$ cat config.mk
export PLATFORM = sky130hd
export DESIGN_NAME = gray_frame_writer
export DESIGN_NICKNAME = d
export VERILOG_FILES = /design/src/rtl/gray_frame_writer_pkg.sv /design/src/rtl/gray_fifo.sv /design/src/rtl/gray_frame_writer.sv
export SDC_FILE = /design/constraint.sdc
export NUM_CORES = 1
export LEC_CHECK = 0
export ABC_AREA = 1
export CORE_MARGIN = 2
export CORE_UTILIZATION = 52
export CTS_CLUSTER_SIZE = 14
export DETAILED_ROUTE_END_ITERATION = 7
export PLACE_DENSITY = 0.79
export SYNTH_ARGS = -nofsm -noshare
export SYNTH_HDL_FRONTEND = slang
export SYNTH_HIERARCHICAL = 1
export SYNTH_SLANG_ARGS = --single-unit
$ cat constraint.sdc
create_clock -name clk -period 2.35 [get_ports clk]
set_clock_uncertainty 0.1 [all_clocks]
set_input_delay 0.47 -clock clk [delete_from_list [all_inputs] [get_ports clk]]
set_output_delay 0.47 -clock clk [all_outputs]
set_load 0.05 [all_outputs]
$ cat src/rtl/gray_frame_writer_pkg.sv
`default_nettype none
// +----------------------------------------------------------------------+
// | gray_frame_writer_pkg: state encoding and pixel width shared by the  |
// | gray pixel path.                              Rev 1.0 initial release |
// +----------------------------------------------------------------------+
package gray_frame_writer_pkg;

  localparam int PIX_W = 8;

  typedef enum logic [1:0] {
    ST_IDLE  = 2'd0,
    ST_WRITE = 2'd1,
    ST_DONE  = 2'd2
  } state_t;

endpackage
`default_nettype wire

$ cat src/rtl/gray_fifo.sv
`default_nettype none
// +----------------------------------------------------------------------+
// | gray_fifo: synchronous FIFO, read data registered on pop.            |
// |                                               Rev 1.0 initial release |
// +----------------------------------------------------------------------+
module gray_fifo #(
  parameter int DEPTH = 4,
  parameter int WIDTH = 8
) (
  input  logic             clk,
  input  logic             rst,
  input  logic             push,
  input  logic             pop,
  input  logic [WIDTH-1:0] din,
  output logic [WIDTH-1:0] dout,
  output logic             full,
  output logic             empty
);

  localparam int PTR_W = (DEPTH > 1) ? $clog2(DEPTH) : 1;
  localparam int CNT_W = PTR_W + 1;

  logic [WIDTH-1:0] mem_q [DEPTH];
  logic [PTR_W-1:0] wr_ptr_q, wr_ptr_d;
  logic [PTR_W-1:0] rd_ptr_q, rd_ptr_d;
  logic [CNT_W-1:0] count_q, count_d;
  logic [WIDTH-1:0] dout_q, dout_d;
  logic             do_push;
  logic             do_pop;

  assign full    = (count_q == CNT_W'(DEPTH));
  assign empty   = (count_q == '0);
  assign do_push = push && !full;
  assign do_pop  = pop && !empty;
  assign dout    = dout_q;

  always_comb begin
    wr_ptr_d = do_push ? wr_ptr_q + PTR_W'(1) : wr_ptr_q;
    rd_ptr_d = do_pop  ? rd_ptr_q + PTR_W'(1) : rd_ptr_q;
    dout_d   = do_pop  ? mem_q[rd_ptr_q] : dout_q;
    count_d  = count_q;
    case ({do_push, do_pop})
      2'b10:   count_d = count_q + CNT_W'(1);
      2'b01:   count_d = count_q - CNT_W'(1);
      default: count_d = count_q;
    endcase
  end

  always_ff @(posedge clk) begin
    if (rst) begin
      wr_ptr_q <= '0;
      rd_ptr_q <= '0;
      count_q  <= '0;
      dout_q   <= '0;
    end else begin
      wr_ptr_q <= wr_ptr_d;
      rd_ptr_q <= rd_ptr_d;
      count_q  <= count_d;
      dout_q   <= dout_d;
    end
  end

  // Storage needs no reset; pointers and count define what is valid.
  always_ff @(posedge clk) begin
    if (do_push) begin
      mem_q[wr_ptr_q] <= din;
    end
  end

endmodule
`default_nettype wire

$ cat src/rtl/gray_frame_writer.sv
`default_nettype none
// +----------------------------------------------------------------------+
// | gray_frame_writer: buffers a gray pixel stream and writes one frame  |
// | in raster order to a BRAM port. Optional: THRESHOLD_EN binarises.    |
// |                                               Rev 1.0 initial release |
// +----------------------------------------------------------------------+
module gray_frame_writer
  import gray_frame_writer_pkg::*;
#(
  parameter int IMG_W      = 64,
  parameter int IMG_H      = 64,
  parameter int ADDR_W     = 12,
  parameter int FIFO_DEPTH = 4,
  parameter int THRESH     = 128
) (
  input  logic              clk,
  input  logic              rst,
  input  logic              start,
  input  logic              pix_valid,
  input  logic [PIX_W-1:0]  pix_data,
  output logic              pix_ready,
  output logic              mem_we,
  output logic [ADDR_W-1:0] mem_addr,
  output logic [PIX_W-1:0]  mem_wdata,
  output logic              busy,
  output logic              frame_done
);

  localparam int TOTAL = IMG_W * IMG_H;
  localparam int CNT_W = $clog2(TOTAL + 1);

`ifdef THRESHOLD_EN
  localparam bit THR_ON = 1'b1;
`else
  localparam bit THR_ON = 1'b0;
`endif

  state_t            state_q, state_d;
  logic [CNT_W-1:0]  accept_cnt_q, accept_cnt_d;
  logic [CNT_W-1:0]  write_cnt_q, write_cnt_d;
  logic              mem_we_q, mem_we_d;
  logic [ADDR_W-1:0] mem_addr_q, mem_addr_d;

  logic              fifo_push;
  logic              fifo_pop;
  logic              fifo_full;
  logic              fifo_empty;
  logic [PIX_W-1:0]  fifo_din;
  logic [PIX_W-1:0]  fifo_dout;

  assign pix_ready  = (state_q == ST_WRITE) && !fifo_full &&
                      (accept_cnt_q < CNT_W'(TOTAL));
  assign fifo_push  = pix_valid && pix_ready;
  assign fifo_pop   = (state_q == ST_WRITE) && !fifo_empty;
  assign busy       = (state_q != ST_IDLE);
  assign frame_done = (state_q == ST_DONE);
  assign mem_we     = mem_we_q;
  assign mem_addr   = mem_addr_q;
  assign mem_wdata  = fifo_dout;

  // Binarising before the FIFO keeps the popped word directly usable as write data.
  always_comb begin
    fifo_din = pix_data;
    if (THR_ON) begin
      fifo_din = (32'(pix_data) >= THRESH) ? '1 : '0;
    end
  end

  always_comb begin
    state_d      = state_q;
    accept_cnt_d = accept_cnt_q;
    write_cnt_d  = write_cnt_q;
    mem_we_d     = 1'b0;
    mem_addr_d   = mem_addr_q;
    case (state_q)
      ST_IDLE: begin
        if (start) begin
          state_d      = ST_WRITE;
          accept_cnt_d = '0;
          write_cnt_d  = '0;
        end
      end
      ST_WRITE: begin
        if (fifo_push) begin
          accept_cnt_d = accept_cnt_q + CNT_W'(1);
        end
        if (fifo_pop) begin
          write_cnt_d = write_cnt_q + CNT_W'(1);
          mem_we_d    = 1'b1;
          mem_addr_d  = ADDR_W'(write_cnt_q);
        end
        if (write_cnt_q == CNT_W'(TOTAL)) begin
          state_d = ST_DONE;
        end
      end
      ST_DONE: state_d = ST_IDLE;
      default: state_d = ST_IDLE;
    endcase
  end

  always_ff @(posedge clk) begin
    if (rst) begin
      state_q      <= ST_IDLE;
      accept_cnt_q <= '0;
      write_cnt_q  <= '0;
      mem_we_q     <= 1'b0;
      mem_addr_q   <= '0;
    end else begin
      state_q      <= state_d;
      accept_cnt_q <= accept_cnt_d;
      write_cnt_q  <= write_cnt_d;
      mem_we_q     <= mem_we_d;
      mem_addr_q   <= mem_addr_d;
    end
  end

  gray_fifo #(
    .DEPTH (FIFO_DEPTH),
    .WIDTH (PIX_W)
  ) u_fifo (
    .clk   (clk),
    .rst   (rst),
    .push  (fifo_push),
    .pop   (fifo_pop),
    .din   (fifo_din),
    .dout  (fifo_dout),
    .full  (fifo_full),
    .empty (fifo_empty)
  );

endmodule
`default_nettype wire

After elaboration in Yosys (flattened, before gate mapping):

Memories as Yosys holds them, arrays and structs flattened. A register that Yosys moved wholly into a read port is not among the register bits.
Cells that the tools add are included.

* $add $sub $neg: 6
* $lt $le $gt $ge: 1
* eq/ne operators: 10
* mux-type cells: 12
* bitwise operators: 1
* reduce and logical (&&, ||, !) cells: 18

Operator list (count)
* one-hot mux 13 bit (2 select lines): 2
* two-way mux 13 bit: 3
* adder 13 x 1 -> 13 bit (second input constant): 2
* equality test 13 bit (second input constant): 1
* < comparator 13 bit (second input constant): 1
* logical AND 1 bit: 6
* != test 2 x 1 -> 1 bit (second input constant): 3
* one-hot mux 3 bit (2 select lines): 1
* AND reduction 3 bit: 2
* nonzero test 2 bit: 3
* adder 2 x 1 -> 2 bit (second input constant): 2
* equality test 2 x 1 -> 1 bit (second input constant): 2
* equality test 2 bit (second input constant): 2
* two-way mux 2 bit: 2
* one-hot mux 2 bit (2 select lines): 1
* AND reduction 2 bit: 2
* adder 3 x 1 -> 3 bit (second input constant): 1
* equality test 3 bit (second input constant): 1
* zero test 3 bit: 1
* two-way mux 1 bit: 3
* subtractor 3 x 1 -> 3 bit (second input constant): 1
* zero test 1 bit: 2
* zero test 2 bit: 1
* != test 2 bit (second input constant): 1
* other kinds (2): 2

* bits in registers: 48
* RAM bits: 32
* input port bits: 12
* output and inout port bits: 24
* logic and storage cells: 57
* memories kept: 1

Memory list
* u_fifo.mem_q: depth 4, bits a word 8, rd ports 1, clocked after Yosys merged registers in 1, wr ports 1, RTL line gray_fifo.sv:23 `logic [WIDTH-1:0] mem_q [DEPTH];`

Logic depth before layout (Yosys ltp):

Gate-level depths: netlist of run 1.

* word-level depth: 8
* depth in mapped cells: 18
* depth with buffers taken out: 17

Modules after synthesis:

Netlist of run 1, hierarchy kept.

Modules (own cells, without submodules)
* gray_fifo: times used 1, cells each 240, area an instance 2170.8 µm², sequential area each 1261.2 µm²
* gray_frame_writer: times used 1, cells each 262, area an instance 1913.1 µm², sequential area each 820.8 µm²

Worst setup path after synthesis of run 1:

No wires, ideal clock.

* kind: register -> output
* from: register state_q[0]
* to: output pix_ready
* arrival: 1.705 ns
* required time: 1.780 ns
* slack: 0.075 ns
* stages on the path, launching flop included: 5
* path buffers: 0
* cell sequence: dfxtp_1 -> inv_2 -> nor2_4 -> inv_1 -> nor3_1

* cells in the longest elaborated chain, start to end: 3

RTL lines
* start, declared: RTL line gray_frame_writer.sv:38 `state_t state_q, state_d;`
* start signal, assigned: RTL line gray_frame_writer.sv:109 `state_q <= state_d;`
* equality test 2 x 1 -> 1 bit: RTL line gray_frame_writer.sv:51 `assign pix_ready = (state_q == ST_WRITE) && !fifo_full &&`
* logical AND 1 bit (2 in series): RTL line gray_frame_writer.sv:51
* end, declared: RTL line gray_frame_writer.sv:21 `output logic pix_ready,`

Every way passes these cells.

Worst setup path in the final report of run 1:

* from: register u_fifo.count_q[0]
* to: register u_fifo.count_q[2]

* elaborated cells between the ends (all ways): 16
* classes of those cells: 2 x add/sub; 3 x eq/ne; 1 x mux; 10 x reduce/logical

RTL lines
* start, declared: RTL line gray_fifo.sv:26 `logic [CNT_W-1:0] count_q, count_d;`
* start signal, assigned: RTL line gray_fifo.sv:58 `count_q <= count_d;`
* zero test 3 bit *: RTL line gray_fifo.sv:32 `assign empty = (count_q == '0);`
* via fifo_empty: RTL line gray_frame_writer.sv:47 `logic fifo_empty;`
* zero test 1 bit *: RTL line gray_fifo.sv:34, gray_frame_writer.sv:54
* logical AND 1 bit: RTL line gray_frame_writer.sv:54 `assign fifo_pop = (state_q == ST_WRITE) && !fifo_empty;`
* logical AND 1 bit *: RTL line gray_fifo.sv:34 `assign do_pop = pop && !empty;`
* via u_fifo.do_pop: RTL line gray_fifo.sv:29 `logic do_pop;`
* equality test 2 x 1 -> 1 bit or equality test 2 bit (tied branches): RTL line gray_fifo.sv:42 `case ({do_push, do_pop})`
* one-hot mux 3 bit (2 select lines) or nonzero test 2 bit (tied branches)

Mark *: on every way through the listed nets, which the timed path passes. The rest lies on a longest branch.
A chain may end at the register's enable or synchronous reset.

==> results of run 1 <==
-- cells by family (layout without fill, tap and decap cells) --
kind of cell,after synthesis,count (layout)
AOI/OAI and AO/OA,67,67
and+or+nand+nor,236,236
DFF,88,88
buffers and inverters,102,154
adders and majority gates,9,9
-- path summary, 6_finish.rpt --
| kind | from | to | slack [ns] | cells past startpoint |
|---|---|---|---|---|
| worst min-delay path | mem_addr[6]$_SDFFE_PP0P_ | mem_addr[6]$_SDFFE_PP0P_ | 0.38 | 2 |
| worst max-delay path | u_fifo/count_q[0]$_SDFFE_PP0P_ | u_fifo/count_q[2]$_SDFFE_PP0P_ | 0.15 | 17 |
| worst max register to register | u_fifo/count_q[0]$_SDFFE_PP0P_ | u_fifo/count_q[2]$_SDFFE_PP0P_ | 0.15 | 17 |
| worst min register to register | mem_addr[6]$_SDFFE_PP0P_ | mem_addr[6]$_SDFFE_PP0P_ | 0.38 | 2 |
-- stage by stage --
stage               TNS [ns]  power, mW
floorplan                  0      1.957
global placement           0      2.068
detailed placement  -0.01474      2.080
CTS                        0      3.308
global route               0      3.403
finish                     0      3.296
-- worst max-delay path, delay by kind of cell (launching register included) --
family / cells / cell delay, ns
fa+ha+maj: 2 / 0.55
buf+inv: 6 / 0.47
simple gates: 9 / 0.60
flops: 1 / 0.38
-- sequential cells by signal (all words and copies together), names as in the netlist --
register and cells:
u_fifo/rd_ptr_q 2, u_fifo/count_q 3, u_fifo/dout 8, state_q 2
mem_addr 12, u_fifo/wr_ptr_q 2, write_cnt_q 13, u_fifo/mem_q 32
accept_cnt_q 13, mem_we 1
-- area by class of cell --
cell class                 count  area (µm²)
inverter                      91       350.3
timing repair buffer          47       451.7
sequential                    88        2085
clock inverter                 7       118.9
clock buffer                   9       123.9
tap                          102       127.6
multi-input combinational    312        1536
fill                         662        2894
-- power groups by stage --
stage | Combinational, mW | Clock [mW] | Sequential, mW
6_report | 0.403 | 1.25 | 1.65
5_1_grt | 0.438 | 1.31 | 1.65
4_1_cts | 0.403 | 1.26 | 1.64
3_5_place_dp | 0.401 | 0 | 1.68
3_3_place_gp | 0.392 | 0 | 1.68
2_1_floorplan | 0.209 | 0 | 1.75
-- metal layers --
layer / track usage [%] / share of wire, % / vias to the layer above
li1: - / - / 1669
met1: 24.01 / 43 / 1482
met2: 35.83 / 49 / 77
met3: 3.336 / 4.1 / 25
met4: 12.25 / 3.3 / 0
met5: 0 / 0 / -
-- cell usage in the layout (no fill, tap or decap), types with 2 or more instances in the layout --
cell type        count
nand2_1            112
clkdlybuf4s50_1     32
nor2_1              57
nor2_2               3
dfxtp_2              2
nand4_1              4
bufinv_16            3
nand3_1             34
dfxtp_1             54
o21ai_0             21
ha_1                 8
clkinv_1             2
a21oi_1             39
o21ai_1              3
inv_2                2
edfxtp_1            32
nor3_1               7
nand2_2              7
clkbuf_8             9
buf_4               12
inv_1               86
nand2_4              7
nor2_4               2
-- repair_timing --
action | 4_1_cts | 5_1_grt
gates resized for setup | 1 | 5
hold buffers | 0 | 0
setup endpoints to repair | 1 | 2
==> results.toml, run 1 <==
[outcome]
status = "finished, final reports clean"

[cells_and_area]
diodes = 0
utilization_pct = 62.35
drive_gt1_share_pct = 10.47
final_area_mm2 = 0.004793
syn_to_final_growth_pct = 17.37
instances_no_fill = 656
nets = 570

[power]
ir_drop_mv = 0.3595
leakagePower_nw = 2.092
p_int_mw = 2.461
p_seq_share_pct = 49.9
clkPwrFrac_pct = 37.9
switching_power_mw = 0.8357
power_switching_share_pct = 25.35
combPwrFrac_pct = 12.2
p_per_area_mw_per_mm2 = 687.7

[synthesis]
synthCells = 502
synth_cell_types = 34
synth_top_area_share_pct = 27.45
synthAdderAreaFrac_pct = 2.941
yosysSeqAreaShare_pct = 50.98
synth_edf_count = 32
synthXorXnorAreaFrac_pct = 0
synth_mux_area_share_pct = 0
synthMostInstantiatedCell = "nand2_1"
synth_ff_type = "dfxtp_1"
avgSynthCellArea_um2 = 8.135
synth_compound_area_share_pct = 8.548
synth-simple-area-share_pct = 25.95
synth_area_leaders = "dfxtp_1 27%, edfxtp_1 24%, nand2_1 10%"
yosys_warnings = 6
synth_top_family_by_area = "simple AND/OR/NAND/NOR gates"
syn_nets = 523
synth_area_mm2 = 0.004084
synth-async-reset-ratio_pct = 0
synthTopCellsByCount = "113 x nand2_1, 86 x inv_1, 57 x nor2_1"
synth.largest_area_cell = "dfxtp_1"
synth_seq_cells = 88

[place]
dp_hpwl_um = 5880
place.gp.congestion = 0.8194
post_dp_cell_area_mm2 = 0.004539
port_buffers = 35
pre_cts_ws_ns = -0.01474
dp.cells = 640

[global_routing]
antenna_found_initial = 0
grt_overflow = 0
grt_pass1_wl_um = 13880
grt_max_degree = 26
grt_pass1_vias = 3208
track_usage_pct = 20.65

[floorplan]
num_io_pins = 36
initial_core_util_pct = 53.13
die_h_um = 92.62
die_area_mm2 = 0.008578
core.rowCount = 32
die-width_um = 92.62
core_area_mm2 = 0.007687

[sta]
hold_ws_ns = 0.3750
report.final.slew_viol_count = 0
tightest_slew_ns = 0.5209
rsz0062_at_grt = "false"
relSlewSlack_pct = 65.17
setup_ws_ns = 0.1517
fin_crit_sh_pct = 93.54
fmax_mhz = 454.9
finalSetupViolCount = 0
hold_violations = 0
layout_min_cycle_time_ns = 2.198

[worst_setup_path]
max_stage_delay_ns = 0.38
cp-end-kind = "register"
crit_required_ns = 2.51
critPathArrivalTime_ns = 2.36
startpoint_type = "register"
worst_path_max_delay_cell = "dfxtp_1"
path_max_fanout = 5
path_cells = "nor2_4, nand2_2, inv_1, inv_1, nand2_4, clkinv_2, nand2_4, inv_1, ha_1, inv_1, fa_1, inv_1, nand2_1, nand3_1, nand2_1, nand2_1, nor2_1"
critPathKind = "reg2reg"
crit_top_cell = "inv_1"

[routing]
routed_wirelength_um = 8231
ant_nets = 0
vias_per_cell = 4.959
drt_pre_antenna_iters = 4
drt_iter0_drc = 146
drc = 0
vias = 3253
wire_per_inst_um = 12.55

[clock_tree]
h-tree-depth = 3
postCtsSetupBuffers = 0
clock_sinks = 88
clock_path_buffers = 2
cts_inserted_buffers = 9
cts-root-buf = "clkbuf_8"
clk-insertion-delay-late_ns = 0.36
cts_tree = "built"
cts.clk_slew.worst_paths_ns = 0.08

[worst_hold_path]
hp-class = "reg2reg"

[flow_run]
maxCapViolCount = 0
Note: power is estimated with default switching activity, not from simulation.
==> run 2: changes to the inputs <==
==> constraint.sdc (replaced) <==
create_clock -name clk -period 1.9 [get_ports clk]
set_clock_uncertainty 0.1 [all_clocks]
set_input_delay 0.38 -clock clk [delete_from_list [all_inputs] [get_ports clk]]
set_output_delay 0.38 -clock clk [all_outputs]
set_load 0.05 [all_outputs]
==> run 2 against run 1 <==
Against the previous run:
- the run now ends with setup timing left
- cell count rose by 2.7%
- first-iteration DRC count rose by 36%
- largest power group unchanged
- utilization rose by 1.8 points
- sequential share of layout area fell by 1.1 points
- clock power barely moved
- count of clock-buffer cells in the layout rose by 5
- combinational power rose by 48%
- highest routed layer unchanged
- final area rose by 2.8%
- via count rose by 3.8%
- die area did not move
- register-to-register slack got worse by 0.19 ns
- sequential power rose by 24%
==> results.toml, run 2 (synthesis results as in run 1) <==
[worst_hold_path]
hold_end = "mem_addr[5]$_SDFFE_PP0P_"
worstHoldStart = "mem_addr[5]$_SDFFE_PP0P_"
whs_path_depth = 2
hp-class = "reg2reg"

[floorplan]
die-width_um = 92.62
die_area_mm2 = 0.008578
initial_core_util_pct = 53.13
num_io_pins = 36
die_h_um = 92.62
core_area_mm2 = 0.007687
core.rowCount = 32

[worst_setup_path]
cp-end-kind = "register"
worst_path_max_delay_cell = "dfxtp_2"
critPathArrivalTime_ns = 2.13
crit_top_cell = "nand2_1"
cp_top_family = "simple AND/OR/NAND/NOR gates"
cp_num_buf_inv = 3
path_cells = "nor2_4, nand2_2, inv_2, nor2_2, nand3_4, inv_1, nand2_2, ha_4, inv_2, fa_2, nand2_1, nand3_2, nand2_1, nand2_1, nor2_1"
r2r_setup_slack_ns = -0.04
crit_path_start = "u_fifo/count_q[0]$_SDFFE_PP0P_"
rr_endpoint = "u_fifo/count_q[2]$_SDFFE_PP0P_"
r2r_cells = 15
startpoint_type = "register"
max_stage_delay_ns = 0.34
critPathKind = "reg2reg"
rr_startpoint = "u_fifo/count_q[0]$_SDFFE_PP0P_"
path_max_fanout = 2
crit_required_ns = 2.10

[power]
leakagePower_nw = 2.190
p_per_area_mw_per_mm2 = 790.3
total_power_mw = 3.895
ir_drop_mv = 0.4336

[routing]
vias_per_cell = 5.007
routed_wirelength_um = 8589
drc = 0
ant_nets = 0
vias = 3375
drt_iter0_drc = 199
wire_per_inst_um = 12.74
drt_pre_antenna_iters = 5

[sta]
setup_ws_ns = -0.03526
hold_ws_ns = 0.3652
layout_min_cycle_time_ns = 1.935
relSlewSlack_pct = 72.56
rsz0062_at_grt = "true"
hold_violations = 0
tightest_slew_ns = 0.4085
fin_crit_sh_pct = 101.9
fmax_mhz = 516.7
finalSetupViolCount = 2
report.final.slew_viol_count = 0

[cells_and_area]
top_regs = "u_fifo/mem_q: 32 flops, accept_cnt_q: 13 flops, write_cnt_q: 13 flops"
syn_to_final_growth_pct = 20.68
largest_reg_flops = 32
nets = 588
final_common_cell = "nand2_1"
diodes = 0
drive_gt1_share_pct = 19.58
layout_common_cells = "112 x nand2_1, 80 x inv_1, 56 x nor2_1"
regMostFlops = "u_fifo/mem_q"

[clock_tree]
clock_sinks = 88
cts.clk_slew.worst_paths_ns = 0.08
cts-root-buf = "clkbuf_8"
cts_tree = "built"
cts_inserted_buffers = 9
h-tree-depth = 3
clk-insertion-delay-late_ns = 0.35
clock_path_buffers = 2

[global_routing]
track_usage_pct = 20.81
grt_pass1_vias = 3219
grt_max_degree = 26
antenna_found_initial = 0
grt_pass1_wl_um = 14030
grt_overflow = 0

[flow_run]
maxCapViolCount = 0

[place]
dp_hpwl_um = 6113
port_buffers = 35
place.gp.congestion = 0.8423

[outcome]
failed_checks = "setup timing"
status = "finished with violations"
-- run 2: through the flow --
step | area [µm²] | setup TNS [ns] | std cells | setup slack, ns | utilization, %
floorplan | 4128 | -0.7285 | 502 | -0.1778 | -
global placement | 4636 | -2.080 | 651 | -0.2791 | 60.30
detailed placement | 4636 | -3.002 | 651 | -0.3137 | 60.30
CTS | 4871 | -0.01454 | 670 | -0.01454 | 63.36
global route | 4928 | -0.4176 | 674 | -0.1945 | 64.11
finish | 4928 | -0.05459 | 674 | -0.03526 | 64.11
-- run 2: worst max path at each step --
stage	end	slack (ns)	depth (start not counted)
final	u_fifo/count_q[2]$_SDFFE_PP0P_	-0.04	15
after global routing	u_fifo/count_q[2]$_SDFFE_PP0P_	-0.19	16
after CTS	u_fifo/count_q[2]$_SDFFE_PP0P_	-0.01	16
after detailed placement	u_fifo/count_q[2]$_SDFFE_PP0P_	-0.31	13
after global placement	u_fifo/count_q[2]$_SDFFE_PP0P_	-0.28	13
after floorplan	u_fifo/count_q[2]$_SDFFE_PP0P_	-0.18	16
-- run 2: cell type report --
class                      instances  area (µm²)
multi-input combinational        312        1588
clock inverter                     2       10.01
sequential                        88        2087
timing repair buffer              65       573.1
tap                              102       127.6
fill                             668        2759
inverter                          91       356.6
clock buffer                      14       186.4
-- run 2: repair_timing --
item,CTS,global route
endpoints found under the setup margin,3,3
hold buffers,0,0
buffers inserted,3,4
gates resized for setup,6,9
pin swaps,4,4
-- run 2: power by group --
part | switching [mW] | internal, mW | leakage, nW
registers | 0.0304 | 2.00 | 0.744
logic | 0.373 | 0.222 | 1.34
clock network | 0.627 | 0.638 | 0.104
total | 1.03 | 2.86 | 2.19
-- run 2: per-layer routing --
layer	up-vias	wire length (µm)	track usage, %
met2	80	4227	35.40
li1	1706	-	-
met1	1578	3883	26.46
met5	-	0	0
met3	11	341	3.011
met4	0	135	9.069
-- run 2: worst reg2reg max path, stage by stage, from the launching register on --
cell and delay [ns]:
dfxtp_2 0.34, nor2_4 0.13, nand2_2 0.09, inv_2 0.07, nor2_2 0.04, nand3_4 0.09
inv_1 0.06, nand2_2 0.09, ha_4 0.14, inv_2 0.04, fa_2 0.33, nand2_1 0.09
nand3_2 0.08, nand2_1 0.06, nand2_1 0.04, nor2_1 0.08
